**config.mk**
```make
export PLATFORM = sky130hd
export DESIGN_NAME = control_sequencer
export DESIGN_NICKNAME = d
export VERILOG_FILES = /design/src/rtl/sap1_pkg.sv /design/src/rtl/sap1_microcode_decoder.sv /design/src/rtl/control_sequencer.sv
export SDC_FILE = /design/constraint.sdc
export NUM_CORES = 1
export LEC_CHECK = 0
export CORE_MARGIN = 5
export CORE_UTILIZATION = 41
export DETAILED_ROUTE_END_ITERATION = 16
export HOLD_SLACK_MARGIN = 0.05
export PLACE_DENSITY = 0.85
export SYNTH_ARGS = -nofsm -noshare
export SYNTH_HDL_FRONTEND = slang
export SYNTH_SLANG_ARGS = --single-unit
```
**constraint.sdc**
```tcl
create_clock -name CLK -period 2.9 [get_ports CLK]
set_clock_uncertainty 0.1 [all_clocks]
set_input_delay 0.58 -clock CLK [delete_from_list [all_inputs] [get_ports CLK]]
set_output_delay 0.58 -clock CLK [all_outputs]
set_load 0.01 [all_outputs]
```
**src/rtl/sap1_pkg.sv**
```systemverilog
// Shared definitions for the SAP-1 controller: opcodes, sequencer states,
// control-word bit positions and the one-hot T-state helper.
package sap1_pkg;

  localparam logic [3:0] OP_LDA = 4'h0;
  localparam logic [3:0] OP_ADD = 4'h1;
  localparam logic [3:0] OP_SUB = 4'h2;
  localparam logic [3:0] OP_JMP = 4'h3;
  localparam logic [3:0] OP_JZ  = 4'h4;
  localparam logic [3:0] OP_JC  = 4'h5;
  localparam logic [3:0] OP_OUT = 4'hE;
  localparam logic [3:0] OP_HLT = 4'hF;

  // ST_RESET is only held by the register; it resolves to T1 or WAIT from RUN.
  typedef enum logic [3:0] {
    ST_WAIT   = 4'd0,
    ST_T1     = 4'd1,
    ST_T2     = 4'd2,
    ST_T3     = 4'd3,
    ST_T4     = 4'd4,
    ST_T5     = 4'd5,
    ST_T6     = 4'd6,
    ST_HALTED = 4'd7,
    ST_RESET  = 4'd8
  } state_t;

  localparam int CW_CP = 0;
  localparam int CW_EP = 1;
  localparam int CW_EJ = 2;
  localparam int CW_LM = 3;
  localparam int CW_CE = 4;
  localparam int CW_LI = 5;
  localparam int CW_EI = 6;
  localparam int CW_LA = 7;
  localparam int CW_EA = 8;
  localparam int CW_SU = 9;
  localparam int CW_EU = 10;
  localparam int CW_LB = 11;
  localparam int CW_LO = 12;
  localparam int CW_W  = 13;

  typedef logic [CW_W-1:0] cw_t;

  function automatic logic [5:0] t_onehot(input state_t s);
    logic [5:0] t;
    t = 6'b000000;
    case (s)
      ST_T1:   t = 6'b000001;
      ST_T2:   t = 6'b000010;
      ST_T3:   t = 6'b000100;
      ST_T4:   t = 6'b001000;
      ST_T5:   t = 6'b010000;
      ST_T6:   t = 6'b100000;
      default: t = 6'b000000;
    endcase
    return t;
  endfunction

endpackage

```
**src/rtl/sap1_microcode_decoder.sv**
```systemverilog
// Combinational microcode ROM: (state, opcode, flags) -> control word, plus a
// flag marking instructions with no T5/T6 work.
module sap1_microcode_decoder
  import sap1_pkg::*;
(
  input  state_t     state,
  input  logic [3:0] opcode,
  input  logic       zf,
  input  logic       cf,
  output cw_t        cw,
  output logic       short_instr
);

  always_comb begin
    cw          = '0;
    short_instr = !(opcode inside {OP_LDA, OP_ADD, OP_SUB, OP_HLT});
    case (state)
      ST_T1: begin
        cw[CW_EP] = 1'b1;
        cw[CW_LM] = 1'b1;
      end
      ST_T2: cw[CW_CP] = 1'b1;
      ST_T3: begin
        cw[CW_CE] = 1'b1;
        cw[CW_LI] = 1'b1;
      end
      ST_T4: begin
        case (opcode)
          OP_LDA, OP_ADD, OP_SUB: begin
            cw[CW_EI] = 1'b1;
            cw[CW_LM] = 1'b1;
          end
          OP_JMP: begin
            cw[CW_EI] = 1'b1;
            cw[CW_EJ] = 1'b1;
          end
          OP_JZ: begin
            cw[CW_EI] = zf;
            cw[CW_EJ] = zf;
          end
          OP_JC: begin
            cw[CW_EI] = cf;
            cw[CW_EJ] = cf;
          end
          OP_OUT: begin
            cw[CW_EA] = 1'b1;
            cw[CW_LO] = 1'b1;
          end
          default: ;
        endcase
      end
      ST_T5: begin
        if (opcode inside {OP_LDA, OP_ADD, OP_SUB}) begin
          cw[CW_CE] = 1'b1;
          cw[CW_LA] = (opcode == OP_LDA);
          cw[CW_LB] = (opcode != OP_LDA);
        end
      end
      ST_T6: begin
        if (opcode inside {OP_ADD, OP_SUB}) begin
          cw[CW_EU] = 1'b1;
          cw[CW_LA] = 1'b1;
          cw[CW_SU] = (opcode == OP_SUB);
        end
      end
      default: ;
    endcase
  end

endmodule

```
**src/rtl/control_sequencer.sv**
```systemverilog
// SAP-1 controller-sequencer: T1..T6 ring with WAIT/HALTED states, single-step
// edge detect, and the decoded control word gated off while CLR is high.
module control_sequencer
  import sap1_pkg::*;
#(
  parameter bit SHORT_CYCLE = 1'b0
) (
  input  logic       CLK,
  input  logic       CLR,
  input  logic [3:0] Opcode,
  input  logic       Zf,
  input  logic       Cf,
  input  logic       RUN,
  input  logic       STEP,
  output logic       Cp,
  output logic       Ep,
  output logic       Ej,
  output logic       Lm,
  output logic       Ce,
  output logic       Li,
  output logic       Ei,
  output logic       La,
  output logic       Ea,
  output logic       Su,
  output logic       Eu,
  output logic       Lb,
  output logic       Lo,
  output logic [5:0] T,
  output logic       HALT
);

  state_t state_q;
  state_t state;
  state_t state_nxt;
  state_t boundary;
  logic   step_q;
  logic   step_rise;
  cw_t    cw;
  cw_t    cw_out;
  logic   short_instr;

  always_ff @(posedge CLK or posedge CLR) begin
    if (CLR) begin
      state_q <= ST_RESET;
      step_q  <= 1'b0;
    end else begin
      state_q <= state_nxt;
      step_q  <= STEP;
    end
  end

  // The reset state follows RUN live until the first clock after release.
  always_comb begin
    state = state_q;
    if (state_q == ST_RESET) state = RUN ? ST_T1 : ST_WAIT;
  end

  assign step_rise = STEP & ~step_q;
  assign boundary  = RUN ? ST_T1 : ST_WAIT;

  always_comb begin
    state_nxt = state;
    case (state)
      ST_WAIT:   state_nxt = (RUN || step_rise) ? ST_T1 : ST_WAIT;
      ST_T1:     state_nxt = ST_T2;
      ST_T2:     state_nxt = ST_T3;
      ST_T3:     state_nxt = ST_T4;
      ST_T4: begin
        if (Opcode == OP_HLT)                state_nxt = ST_HALTED;
        else if (SHORT_CYCLE && short_instr) state_nxt = boundary;
        else                                 state_nxt = ST_T5;
      end
      ST_T5:     state_nxt = ST_T6;
      ST_T6:     state_nxt = boundary;
      ST_HALTED: state_nxt = ST_HALTED;
      default:   state_nxt = boundary;
    endcase
  end

  sap1_microcode_decoder u_decoder (
    .state       (state),
    .opcode      (Opcode),
    .zf          (Zf),
    .cf          (Cf),
    .cw          (cw),
    .short_instr (short_instr)
  );

  assign cw_out = CLR ? '0 : cw;

  assign Cp   = cw_out[CW_CP];
  assign Ep   = cw_out[CW_EP];
  assign Ej   = cw_out[CW_EJ];
  assign Lm   = cw_out[CW_LM];
  assign Ce   = cw_out[CW_CE];
  assign Li   = cw_out[CW_LI];
  assign Ei   = cw_out[CW_EI];
  assign La   = cw_out[CW_LA];
  assign Ea   = cw_out[CW_EA];
  assign Su   = cw_out[CW_SU];
  assign Eu   = cw_out[CW_EU];
  assign Lb   = cw_out[CW_LB];
  assign Lo   = cw_out[CW_LO];
  assign T    = t_onehot(state);
  assign HALT = (state == ST_HALTED);

endmodule

```
# Word level (Yosys, flattened, before mapping)
# Index checks and enable logic that the tools add are counted.
[word_totals]
wordCells = 54
out_inout_bits = 20
ff_bits = 5
input_bits = 10
[classes]
n_mux = 27
reduce_logical = 8
n_bitwise = 2
n_eq_ne = 15
[op_table]
columns = ["operator", "n"]
rows = [
  ["6-bit case mux with 6 select lines", 1],
  ["4-bit by 3-bit equality test with 1-bit output (second input constant)", 6],
  ["3-bit case mux with 7 select lines", 1],
  ["4-bit by 2-bit equality test with 1-bit output (second input constant)", 4],
  ["1-bit two-way mux", 15],
  ["13-bit two-way mux", 1],
  ["4-bit equality test (second input constant)", 3],
  ["4-bit by 1-bit equality test with 1-bit output (second input constant)", 2],
  ["4-bit zero test", 2],
  ["2-bit two-way mux", 3],
  ["1-bit case mux with 2 select lines", 3],
  ["1-bit case mux with 3 select lines", 2],
  ["4-bit two-way mux", 1],
  ["4-bit nonzero test", 1],
  ["4-bit OR reduction", 1],
  ["3-bit nonzero test", 1],
  ["3-bit OR reduction", 1],
  ["2-bit nonzero test", 1],
  ["1-bit bitwise AND", 1],
  ["1-bit logical OR", 1],
  ["1-bit NOT", 1],
]

# Logic depth before layout (Yosys ltp)
[depth]
ltp_word = 5
mapped_depth = 5
ltp_nobuf = 4

# Modules after synthesis
# A second synthesis with hierarchy kept.
[hier_totals]
hier_cells = 102
hier_area_um2 = 711.9
[modules_own_cells]
columns = ["module", "seq_area_each_um2", "area_per_inst_um2", "cells_each", "n_inst"]
rows = [
  ["control_sequencer", 126.4, 442.9, 59, 1],
  ["sap1_microcode_decoder", 0.0, 269.0, 43, 1],
]

# Worst setup path before layout
# No wires, ideal clock.
[synth_timing]
path_type = "register to output"
from = "register state_q[1]"
to = "output port Lo"
t_required_ns = 2.220
path_buffers = 2
arrival_ns = 1.738
path_stages_with_launch = 5
path_slack_ns = 0.482
cell_sequence = "dfrtp_1 > buf_6 > or4b_4 > nor4_1 > buf_4"
[synth_via]
elab_chain_cells = 5
[synth_rtl]
columns = ["element", "line", "text"]
rows = [
  ["start, declared", "control_sequencer.sv:32", "state_t state_q;"],
  ["start signal, assigned", "control_sequencer.sv:47", "state_q <= state_nxt;"],
  ["4-bit equality test", "control_sequencer.sv:55", "if (state_q == ST_RESET) state = RUN ? ST_T1 : ST_WAIT;"],
  ["4-bit two-way mux (*)", "control_sequencer.sv:55", ""],
  ["4-bit by 3-bit equality test with 1-bit output (*)", "sap1_microcode_decoder.sv:17", "case (state)"],
  ["1-bit two-way mux (*)", "sap1_microcode_decoder.sv:17", ""],
  ["13-bit two-way mux (*)", "control_sequencer.sv:89", "assign cw_out = CLR ? '0 : cw;"],
  ["end, declared", "control_sequencer.sv:27", "output logic Lo,"],
]
# Every way passes the cells marked *; elsewhere a longest branch is shown, timed or not.

# Final worst setup path
[layout_timing]
from = "input port RUN"
to = "output port Ep"
[layout_via]
elab_chain_cells = 5
[layout_rtl]
columns = ["element", "line", "text"]
rows = [
  ["start, declared", "control_sequencer.sv:13", "input logic RUN,"],
  ["1-bit two-way mux", "control_sequencer.sv:55", ""],
  ["4-bit two-way mux", "control_sequencer.sv:55", ""],
  ["4-bit by 1-bit equality test with 1-bit output", "sap1_microcode_decoder.sv:17", ""],
  ["1-bit two-way mux", "sap1_microcode_decoder.sv:17", ""],
  ["13-bit two-way mux", "control_sequencer.sv:89", ""],
  ["end, declared", "control_sequencer.sv:16", "output logic Ep,"],
]
# No other way between the ends.

==> flow_summary.toml <==
[drt]
vias = 669
wirelength_mm = 1.658
via_per_inst = 5.310
drc = 0
first_pass_iters = 4
avgRoutedWirePerCell_microns = 13.16
ant_nets = 0
drt_iter0_drc = 8

[layout]
fill_cells = 109
fin_nets = 122
design_area_sq_um = 980.9
n_antenna_cell = 0
area_delta_synth_final_pct = 73.84
drive_gt1_share_pct = 20.72
multi_input_area_sq_um = 389.1
regArea_sq_um = 126.4

[timing]
setup_viol = 0
slew_violations = 0
hold_viol = 0
min_period_ns = 2.827
timing.fmax_mhz = 353.7
finalCritPeriodShare_pct = 97.48
grt_setup_unrepaired = "no"
fin_setup_tns_ns = 0

[synth]
synth.most_common_cell = "nor2_1"
synth_top_family_by_area = "simple AND/OR/NAND/NOR gates"
synthAdderAreaFrac_pct = 0
synthMuxAreaShare_pct = 3.548
synthesis.instances = 75
yosysSeqAreaShare_pct = 22.39
synth_top_cells_by_count = "8 x nor2_1, 6 x clkbuf_1, 6 x inv_1, 5 x nand2_1"
synth.top_cell.area_share_pct = 17.74
synth.yosys.warnings = 0
synth_edf_count = 0
synth.area.top_cells = "dfrtp_1 18%, nor2_1 5.3%, dfstp_2 4.7%"
synth.distinct_cells = 35
synth_top_flop_cell = "dfrtp_1"
yosys.area.top_type = "dfrtp_1"
synth_compound_area_share_pct = 17.96
yosys.area_share.simple_pct = 42.57
synthArstFlopShare_pct = 100.0
synth-seq-cells = 5
synth_area_sq_um = 564.3
synth_fp_nets = 85
synth_xor_xnor_area_share_pct = 1.552
syn_area_per_cell_sq_um = 7.524

[worst_hold_path]
hold_class = "input pin to async pin"

[place]
finalWeightedCongestion = 0.8195
dp_hpwl_mm = 1.318
placed_cell_area_sq_um = 914.6
io_buffers = 29

[critical_path]
cp_slowest_cell = "clkdlybuf4s50_1"
path_class = "input pin to output port"
critPathRequiredTime_ns = 2.22
worstPathArrival_ns = 2.15
r2r-start = "state_q[2]$_DFF_PP0_"
setup.worst_path.start_class = "input pin"
cp_num_buf_inv = 2
critPathMostFrequentCell = "clkdlybuf4s50_1"
regToRegSetupSlack_ns = 1.46
cpPeakStageDelay_ns = 0.54
path_cells = "clkdlybuf4s50_1 -> nand3b_1 -> a211o_2 -> nor2_1 -> clkdlybuf4s50_1"
r2r_end = "state_q[1]$_DFF_PP0_"
crit_fanout = 3
rr_worst_depth = 4
cp_top_family = "buffers and inverters"
end_kind = "output port"

[flow_run]
drv_cap = 0

[global_route]
grt_max_degree = 16
first_global_vias = 607
grt_pass1_wl_mm = 2.656
grt_overflow = 0
grtUsageTotal_pct = 15.90
antenna_found_initial = 0

[floorplan]
initial_utilization_pct = 43.37
rows = 13
fp.dieArea_sq_um = 2218
die_w_microns = 47.10
dieHeight_microns = 47.10
ios = 30
coreArea_sq_um = 1301

[clock_network]
cts_tree = "done"
clk_pin_slew_ns = 0.04
htree_levels = 1
cts_buffer_depth = 2
clkLatencyLatePin_ns = 0.23
hold_buffers = 0
clock-sinks = 5
cts_buffers = 3
root_buffer = "clkbuf_4"
post-cts-setup-buffers = 0

[outcome]
outcome = "finished, final reports clean"

[power_and_ir_drop]
leakagePower_nw = 0.5256
max-vdd-ir-drop_mv = 0.4254
p_per_area_nw_per_um2 = 463.2
finalPower_mw = 0.4543
[cell families (layout without fill, tap and decap cells)]
logic type	after synthesis	count (layout)
AO/OA/AOI/OAI	14	14
buffers and inverters	14	50
AND/OR/NAND/NOR	38	38
flip-flops	5	5
XOR/XNOR	1	1
other	1	1
multiplexers	2	2
[routing by layer]
metal  GRT usage, %  share of wire (%)
met1          21.53                 44
met2          27.37                 47
met3          1.916                9.0
met4          2.762                  0
met5              0                  0
[cell type report]
class                   instances  area share, %
flip-flops and latches          5          12.88
inverters                       6          2.296
repair buffers                 40          40.56
well taps                      15          1.913
multi-input cells              56          39.67
clock buffers                   4          2.679
[cells in the final DEF, fill, tap and decap left out, types with 2 or more instances in the layout]
cell type and n:
clkdlybuf4s50_1 19, buf_4 11, dlymetal6s2s_1 10, nor2_1 8, inv_1 6, nand2_1 5, nor3_1 4, dfrtp_1 4
nand2b_1 3, nand3b_1 3, a21oi_1 3, or3_1 3, clkbuf_4 3, and4bb_2 2, nand4bb_1 2
[tightest hold or removal path: cells and delay by family]
kind                   cells  cell delay [ns]
buffers and inverters      4             0.55
[timing repair]
action / CTS / global route
setup endpoints to repair: 0 / 10
hold endpoints to repair: 0 / 0
resized for setup: 0 / 13
[report_power, final]
part           total (mW)  switching [mW]  internal (mW)
Combinational       0.280           0.131          0.149
Sequential         0.0989          0.0100         0.0889
Clock              0.0759          0.0242         0.0517
Total               0.454           0.165          0.289
[worst max-delay path by stage]
stage,start,end,depth (start not counted)
floorplan,state_q[1]$_DFF_PP0_,Lo,4
global placement,Opcode[2],La,4
detailed placement,Opcode[3],Ea,4
CTS,Opcode[3],Ea,4
global route,RUN,Ep,5
finish,RUN,Ep,5
[registers in the layout (all words and copies together) (netlist names)]
signal,flops
state_q,4
step_q,1
[stage by stage]
step | std cells | utilization (%) | hold slack, ns | setup WS [ns]
after global placement | 122 | 70.29 | 0.4435 | 0.03619
final | 126 | 75.38 | 0.4646 | 0.07305
after CTS | 126 | 72.31 | 0.4684 | 0.007523
after detailed placement | 122 | 70.29 | 0.4588 | 0.01179
after floorplan | 75 | - | 0.4476 | 0.4825
after global routing | 126 | 75.38 | 0.4932 | 0.01502
Power figures use the tool's default switching activity.
